**config.mk**
```make
export PLATFORM = sky130hd
export DESIGN_NAME = switch_input
export DESIGN_NICKNAME = d
export VERILOG_FILES = /design/src/rtl/switch_input_pkg.sv /design/src/rtl/switch_input_sync_2ff.sv /design/src/rtl/switch_input.sv
export SDC_FILE = /design/constraint.sdc
export NUM_CORES = 1
export LEC_CHECK = 0
export BUFFER_PORTS_ARGS = -buffer_cell sky130_fd_sc_hd__buf_2
export CORE_UTILIZATION = 30
export CTS_CLUSTER_SIZE = 14
export DETAILED_ROUTE_END_ITERATION = 6
export PLACE_DENSITY = 0.55
export SLEW_MARGIN = 25
export SYNTH_ARGS = -nofsm -noshare
export SYNTH_HDL_FRONTEND = slang
export SYNTH_SLANG_ARGS = --single-unit
```
**constraint.sdc**
```tcl
create_clock -name clock -period 2 [get_ports clock]
set_input_delay 0.1 -clock clock [delete_from_list [all_inputs] [get_ports clock]]
set_output_delay 0.1 -clock clock [all_outputs]
set_load 0.01 [all_outputs]
```
**src/rtl/switch_input_pkg.sv**
```systemverilog
// Shared CPU constants used by the switch input block.
// Holds the phase-bit position, the debounce FSM encoding and small helpers.
package switch_input_pkg;

  // One-hot CPU phase vector width and the bit that marks memory access.
  localparam int PHASE_W       = 5;
  localparam int PHASE_MEM_BIT = 3;

  // Widths of the debounce counter and the accepted-press counter.
  localparam int DB_CNT_W    = 16;
  localparam int PRESS_CNT_W = 8;

  // Debounce FSM states.
  typedef enum logic [1:0] {
    BTN_RELEASED        = 2'd0,
    BTN_CONFIRM_PRESS   = 2'd1,
    BTN_PRESSED         = 2'd2,
    BTN_CONFIRM_RELEASE = 2'd3
  } btn_state_e;

  // A switch read consumes a pending press only in the memory-access phase.
  function automatic logic is_switch_read(input logic [PHASE_W-1:0] phase,
                                          input logic               sw_read);
    return sw_read & phase[PHASE_MEM_BIT];
  endfunction

  // The debounced level is high once a press is accepted and stays high
  // until the release has been confirmed.
  function automatic logic level_of(input btn_state_e s);
    return (s == BTN_PRESSED) || (s == BTN_CONFIRM_RELEASE);
  endfunction

endpackage

```
**src/rtl/switch_input_sync_2ff.sv**
```systemverilog
// Two-flop synchronizer for one asynchronous external input.
// Both flops clear to 0 on the asynchronous active-low reset.
module sync_2ff (
  input  logic clock,
  input  logic reset,
  input  logic d,
  output logic q
);

  logic meta;

  // Shift the raw level through two flops to resolve metastability.
  always_ff @(posedge clock or negedge reset) begin
    if (!reset) begin
      meta <= 1'b0;
      q    <= 1'b0;
    end else begin
      meta <= d;
      q    <= meta;
    end
  end

endmodule

```
**src/rtl/switch_input.sv**
```systemverilog
// Push-button input for the CPU: synchronize, debounce, count accepted
// presses and hold a sticky "press pending" flag until a switch read.
//
// Press/read protocol: an accepted press raises fromswitch and it stays
// raised (further presses keep it high) until the CPU performs a switch read,
// i.e. a rising clock edge with switchin=1 and the memory-access phase bit
// set. That edge consumes the press and clears the flag, unless a new press is
// accepted at the very same edge, in which case the new press wins and the
// flag stays high. A read with no pending press does nothing.
module switch_input
  import switch_input_pkg::*;
#(
  parameter logic [DB_CNT_W-1:0] DB_COUNT = 16'd20000
) (
  input  logic                   clock,
  input  logic                   reset,
  input  logic [PHASE_W-1:0]     phasecounter,
  input  logic                   switchin,
  input  logic                   btn_raw,
  output logic                   fromswitch,
  output logic                   btn_level,
  output logic [PRESS_CNT_W-1:0] press_count,
  output btn_state_e             state_dbg
);

  // Last counter value of a confirmation window; the counter never passes it.
  localparam logic [DB_CNT_W-1:0] CNT_LAST = DB_COUNT - 16'd1;

  logic                   btn_sync;
  btn_state_e             state_q, state_d;
  logic [DB_CNT_W-1:0]    cnt_q, cnt_d;
  logic                   accept;
  logic                   rd_consume;
  logic                   fromswitch_q, fromswitch_d;
  logic [PRESS_CNT_W-1:0] press_count_q, press_count_d;

  // Only the memory-access bit of the phase matters here.
  logic unused_phase;
  assign unused_phase = ^{phasecounter[PHASE_W-1:PHASE_MEM_BIT+1],
                          phasecounter[PHASE_MEM_BIT-1:0]};

  sync_2ff u_btn_sync (
    .clock (clock),
    .reset (reset),
    .d     (btn_raw),
    .q     (btn_sync)
  );

  assign rd_consume = is_switch_read(phasecounter, switchin);

  // Register the debounce FSM, its counter and the press bookkeeping.
  always_ff @(posedge clock or negedge reset) begin
    if (!reset) begin
      state_q       <= BTN_RELEASED;
      cnt_q         <= '0;
      fromswitch_q  <= 1'b0;
      press_count_q <= '0;
    end else begin
      state_q       <= state_d;
      cnt_q         <= cnt_d;
      fromswitch_q  <= fromswitch_d;
      press_count_q <= press_count_d;
    end
  end

  // Debounce next-state: a level change is accepted only after the
  // synchronized input has held the new level for DB_COUNT+1 samples.
  always_comb begin
    state_d = state_q;
    cnt_d   = cnt_q;
    accept  = 1'b0;
    unique case (state_q)
      BTN_RELEASED: begin
        if (btn_sync) begin
          state_d = BTN_CONFIRM_PRESS;
          cnt_d   = '0;
        end
      end
      BTN_CONFIRM_PRESS: begin
        if (!btn_sync) begin
          state_d = BTN_RELEASED;
        end else if (cnt_q >= CNT_LAST) begin
          state_d = BTN_PRESSED;
          accept  = 1'b1;
        end else begin
          cnt_d = cnt_q + 16'd1;
        end
      end
      BTN_PRESSED: begin
        if (!btn_sync) begin
          state_d = BTN_CONFIRM_RELEASE;
          cnt_d   = '0;
        end
      end
      BTN_CONFIRM_RELEASE: begin
        if (btn_sync) begin
          state_d = BTN_PRESSED;
        end else if (cnt_q >= CNT_LAST) begin
          state_d = BTN_RELEASED;
        end else begin
          cnt_d = cnt_q + 16'd1;
        end
      end
      default: begin
        state_d = BTN_RELEASED;
        cnt_d   = '0;
      end
    endcase
  end

  // Sticky pending flag (set beats clear) and the wrapping press counter.
  always_comb begin
    fromswitch_d  = fromswitch_q;
    press_count_d = press_count_q;
    if (accept) begin
      fromswitch_d  = 1'b1;
      press_count_d = press_count_q + 8'd1;
    end else if (rd_consume) begin
      fromswitch_d  = 1'b0;
    end
  end

  assign fromswitch  = fromswitch_q;
  assign btn_level   = level_of(state_q);
  assign press_count = press_count_q;
  assign state_dbg   = state_q;

endmodule

```
Word-level counts from Yosys, hierarchy flattened
Index checks and enable logic that the tools add are counted.

storage, ports and cells
  register bits = 29
  input port bits = 9
  word-level logic and storage cells = 42

operators by class
  $add $sub $neg = 2
  order comparisons = 1
  equality and inequality tests = 9
  mux-type cells = 18
  bitwise operators = 1
  reductions and logical operators = 5

operators with widths
  operator               count
  $mux 16                5
  $pmux 16 s4            1
  $add 16x1->16 const B  1
  $ge 16x15->1 const B   1
  $mux 2                 6
  $add 8x1->8 const B    1
  $pmux 2 s4             1
  $reduce_and 4->1       2
  $mux 1                 5
  $eq 2x2->1 const B     2
  $ne 2x1->1 const B     2
  $ne 2x2->1 const B     2
  $ne 3x2->1 const B     1
  $ne 3x3->1 const B     1
  $eq 2x1->1 const B     1
  $logic_not 2->1        1
  $reduce_bool 2->1      1
  $and 1x1->1            1
  $logic_or 1x1->1       1

Longest topological paths before layout
  depth in word-level cells = 5
  depth in mapped cells = 7
  mapped depth without buffers = 6

By module
Synthesis repeated with hierarchy kept, for this count alone.

unflattened totals
  cells, all modules = 171
  area, all modules = 1610.3 um2

by module, submodules not included
  module        instances  cells each  area an instance (um2)  seq. area each (um2)
  switch_input  1          169         1560.2                  675.6
  sync_2ff      1          2           50.0                    50.0

Worst setup path after synthesis
Ideal clock, no wire load.

  kind = register to register
  from = reg cnt_q[0]
  to = reg with a tool-made name
  data arrival time = 1.683 ns
  setup slack = 0.193 ns
  cell stages (with the launch flop) = 8
  buffers on the path = 1
  path through = dfrtp_1 > ha_1 > nand4_1 > a21oi_2 > nor2_1 > buf_4 > nor2_1 > mux2_2

RTL lines
  what                    line                source
  from (decl)             switch_input.sv:31  logic [DB_CNT_W-1:0] cnt_q, cnt_d;
  from (signal assigned)  switch_input.sv:60  cnt_q <= cnt_d;

Final worst setup path
  from = reg cnt_q[1]
  to = reg press_count_q[4] (netlist: press_count[4])

between the ends
  cells in the longest elaborated chain, start to end = 4

ends and longest elaborated chain
  what                  line                source
  $ge 16x15->1          switch_input.sv:82  end else if (cnt_q >= CNT_LAST) begin
  $mux 1                switch_input.sv:82
  $mux 1                switch_input.sv:80  if (!btn_sync) begin
  $mux 1                switch_input.sv:72  unique case (state_q)
  to (signal assigned)  switch_input.sv:62  press_count_q <= press_count_d;
  to (decl)             switch_input.sv:35  logic [PRESS_CNT_W-1:0] press_count_q, press_count_d;

Every way passes these cells.
A chain may end at the register's enable or synchronous reset.

==> flow_summary_export.csv <==
group,metric,value,unit
timing,fin_worst_hold_slack,74.83,ps
worst_setup_path,cp_data_arrival_time,2030,ps
finish,drive_gt1_frac,0.2308,
route,post_drt_via_cell_ratio,5.115,
worst_setup_path,timing.rr.end,"press_count[4]",
yosys,post_synth_instance_area,1605,um^2
timing,top_achievable_clock_speed,536.8,MHz
yosys,synth.distinct_cells,41,
route,totalWireLength,3498,um
yosys,number_of_flops_mapped_to_enable_cells_by_yosys,0,
route,wl_per_cell,12.58,um
cts,ctsLongestPathBuffers,2,
worst_setup_path,crit_type,"reg2reg",
cts,tritoncts.num_buffers,5,
cts,clk-insertion-delay-late,280,ps
timing,timing.final.crit_share,0.9314,
worst_setup_path,critPathCaptureType,"register",
yosys,synthesis.nets,186,
place,portBuffers,16,
timing,tightest_slew,732.8,ps
worst_setup_path,worst_ep_required_time,2170,ps
route,via_count,1422,
finish,area_delta_synth_final,21.90,%
yosys,ys_dominant_reg_cell,"sky130_fd_sc_hd__dfrtp_1",
worst_setup_path,regToRegSetupSlack,140,ps
finish,layout_commonest_cell,"sky130_fd_sc_hd__dfrtp_1",
finish,area_occupied_by_multi_input_gates,829.5,um^2
route,detailedRoute.firstPassIterationCount,4,
power_and_ir_drop,p_total,1.194,mW
worst_setup_path,crit_path_buffers_inverters,1,
worst_setup_path,worst_setup_path_endpoint,"press_count[4]",
finish,final_cell_mix,"29 x sky130_fd_sc_hd__dfrtp_1, 26 x sky130_fd_sc_hd__nand2_1, 17 x sky130_fd_sc_hd__buf_4, 16 x sky130_fd_sc_hd__buf_2, 14 x sky130_fd_sc_hd__nand3_1",
finish,postLayoutCellArea,1957,um^2
timing,final_max_slew_viol_count,0,
worst_setup_path,critical_path.max_fanout,9,
floorplan,die-width,75.15,um
yosys,synthCells,175,
worst_setup_path,cp-startpoint,"cnt_q[1]",
power_and_ir_drop,pwr_density_cell,610.3,nW/um^2
yosys,synth_area_leaders,"sky130_fd_sc_hd__dfrtp_1 45%, sky130_fd_sc_hd__nand2_1 6.1%, sky130_fd_sc_hd__nand3_1 4.4%, sky130_fd_sc_hd__xnor2_1 3.8%, sky130_fd_sc_hd__nand4_1 3.1%",
global_routing,antenna_violations_before_repair,0,
timing,clock-skew-final,7.693,ps
place,place.gp.congestion,0.8049,
status,status,"complete, no violations",
worst_setup_path,reg2reg_from,"cnt_q[1]",
worst_setup_path,startpoint_type,"register",
worst_setup_path,timing.reg2reg.worst_path_depth,7,
cts,tritoncts,"built",
place,dpl.hpwl,2433,um
timing,max-slew-margin-rel,0.5091,
floorplan,io_pins,21,
yosys,yosys_warnings,0,
power_and_ir_drop,p_leak,0.8907,nW
timing,finalHoldViolCount,0,
global_routing,vias_in_the_first_global_route,1271,
global_routing,overflow,0,
route,drc_violation_count_after_routing,0,
route,ant_nets,0,
yosys,async_sr_flop_fraction,1.000,
hold_path,hold_path.class,"in2reg",
worst_setup_path,cpMaxStageDelayCell,"sky130_fd_sc_hd__or3_1",
place,postPlaceCellArea,1847,um^2
yosys,number_of_storage_elements_in_the_synthesis_netlist,29,
yosys,synth_area_per_cell,9.173,um^2
cts,numClockSinks,29,
floorplan,core_region_area,5140,um^2
finish,layout_nets,218,
yosys,synth_top_cell_area_share,0.4521,
global_routing,grt_start_max_net_pins,30,
timing,rsz0062_at_grt,"no",
floorplan,rows,26,
cts,cts_root_buffer,"sky130_fd_sc_hd__clkbuf_8",
cts,clock_h_tree_levels,2,
worst_setup_path,cp.depth,7,
yosys,synth_largest_area_cell,"sky130_fd_sc_hd__dfrtp_1",
global_routing,grt_pass1_wl,5858,um
power_and_ir_drop,vdd.ir_drop.worst,266.2,uV
finish,insertedDiodeCount,0,
floorplan,die_h,75.15,um
cts,clk_transition_reported_paths,60,ps
finish,ff_latch_area,725.7,um^2
worst_setup_path,timing.critical_path.slowest_cell_delay,390,ps
timing,setup_tns,0,ps
timing,finalSetupViolations,0,
floorplan,floorplan.die_area,5648,um^2
worst_setup_path,path_delay_family,"simple AND/OR/NAND/NOR gates",
finish,num-fill-cells,552,
worst_setup_path,crit_chain,"ha_1 > nand4_1 > a21oi_2 > nor2_1 > buf_4 > or3_1 > xnor2_1",
global_routing,gr-usage-all-layers,0.1401,
timing,period_minus_slack,1863,ps
route,detail_route.iter0.violations,112,
floorplan,initial_core_util,0.3123,
yosys,yosysSeqAreaShare,0.4521,
cts,cts_repair_resize_count,0,
flow_run,max_cap_violations,0,
[through the flow]
step,instances,util,worst slack [ps]
finish,278,0.3807,137.2
global route,278,0.3807,1.281
CTS,277,0.3793,134.2
detailed placement,267,0.3593,137.3
global placement,267,0.3593,158.7
floorplan,175,-,192.5
[sequential cells by signal, indices dropped and copies added, names as in the netlist, named ones only]
name and cells:
cnt_q 16, press_count 8, fromswitch 1, state_dbg 1
u_btn_sync.meta 1, u_btn_sync.q 1
[power breakdown]
group	leakage (nW)	internal, mW	switching (mW)	total, mW
logic	0.450	0.0444	0.0586	0.103
clock network	0.0450	0.241	0.226	0.466
registers	0.396	0.606	0.0193	0.625
[cells in the mapped netlist, drive strengths merged, types with 3 or more instances]
master	instances
nand4b	3
nor4	5
nand3	14
o21ai	6
nor2	10
dfrtp	29
xnor2	7
o211ai	5
nor3	7
buf	4
nand4	8
nand2	26
a21oi	7
and3	5
or3	5
a31oi	3
clkbuf	6
[worst min-delay path by stage]
| stage | start | endpoint | depth (start not counted) | slack (ps) |
|---|---|---|---|---|
| 2_1_floorplan | reset | asynchronous set/reset pin | 0 | -200 |
| 3_3_place_gp | reset | press_count[6] | 1 | 180 |
| 4_1_cts | phasecounter[3] | fromswitch | 4 | 70 |
| 5_1_grt | phasecounter[3] | fromswitch | 4 | 110 |
| 6_report | phasecounter[3] | fromswitch | 4 | 70 |
| 3_5_place_dp | reset | press_count[6] | 1 | 190 |
[routing by layer]
| layer | global-route usage | up-vias | part of all wire |
|---|---|---|---|
| li1 | - | 707 | - |
| met1 | 0.1882 | 686 | 0.49 |
| met2 | 0.2162 | 24 | 0.46 |
| met3 | 0.02811 | 5 | 0.029 |
| met4 | 0.06790 | 0 | 0.019 |
| met5 | 0 | - | 0 |
[worst reg2reg max path: stages (launching register included)]
cell and delay, ps:
sky130_fd_sc_hd__dfrtp_1 350, sky130_fd_sc_hd__ha_1 210, sky130_fd_sc_hd__nand4_1 160, sky130_fd_sc_hd__a21oi_2 250, sky130_fd_sc_hd__nor2_1 90, sky130_fd_sc_hd__buf_4 170
sky130_fd_sc_hd__or3_1 390, sky130_fd_sc_hd__xnor2_1 130
[layout make-up]
| type | instances | area share |
|---|---|---|
| clock buffer | 6 | 0.03708 |
| clock inverter | 2 | 0.005115 |
| inverter | 1 | 0.001918 |
| tap | 70 | 0.04476 |
| multi-input combinational | 135 | 0.4239 |
| timing repair buffer | 35 | 0.1164 |
| sequential | 29 | 0.3708 |
[timing repair]
item                                    CTS  global route
hold buffers                              2             0
endpoints found under the hold margin    30             0
endpoints found under the setup margin    0             1
buffers inserted                          0             1
[logic make-up (layout without fill, tap and decap cells)]
family                     after synthesis  in the layout  share of synthesized area
AOI/OAI and AO/OA                       26             26                     0.1060
xor gates and xnor gates                 9              9                    0.04911
adders and majority gates                2              2                    0.01559
buffers and inverters                   11             44                    0.03584
DFF                                     29             29                     0.4521
muxes                                    4              4                    0.02650
and+or+nand+nor                         94             94                     0.3149
No activity file was read; power rests on OpenSTA's default activity.
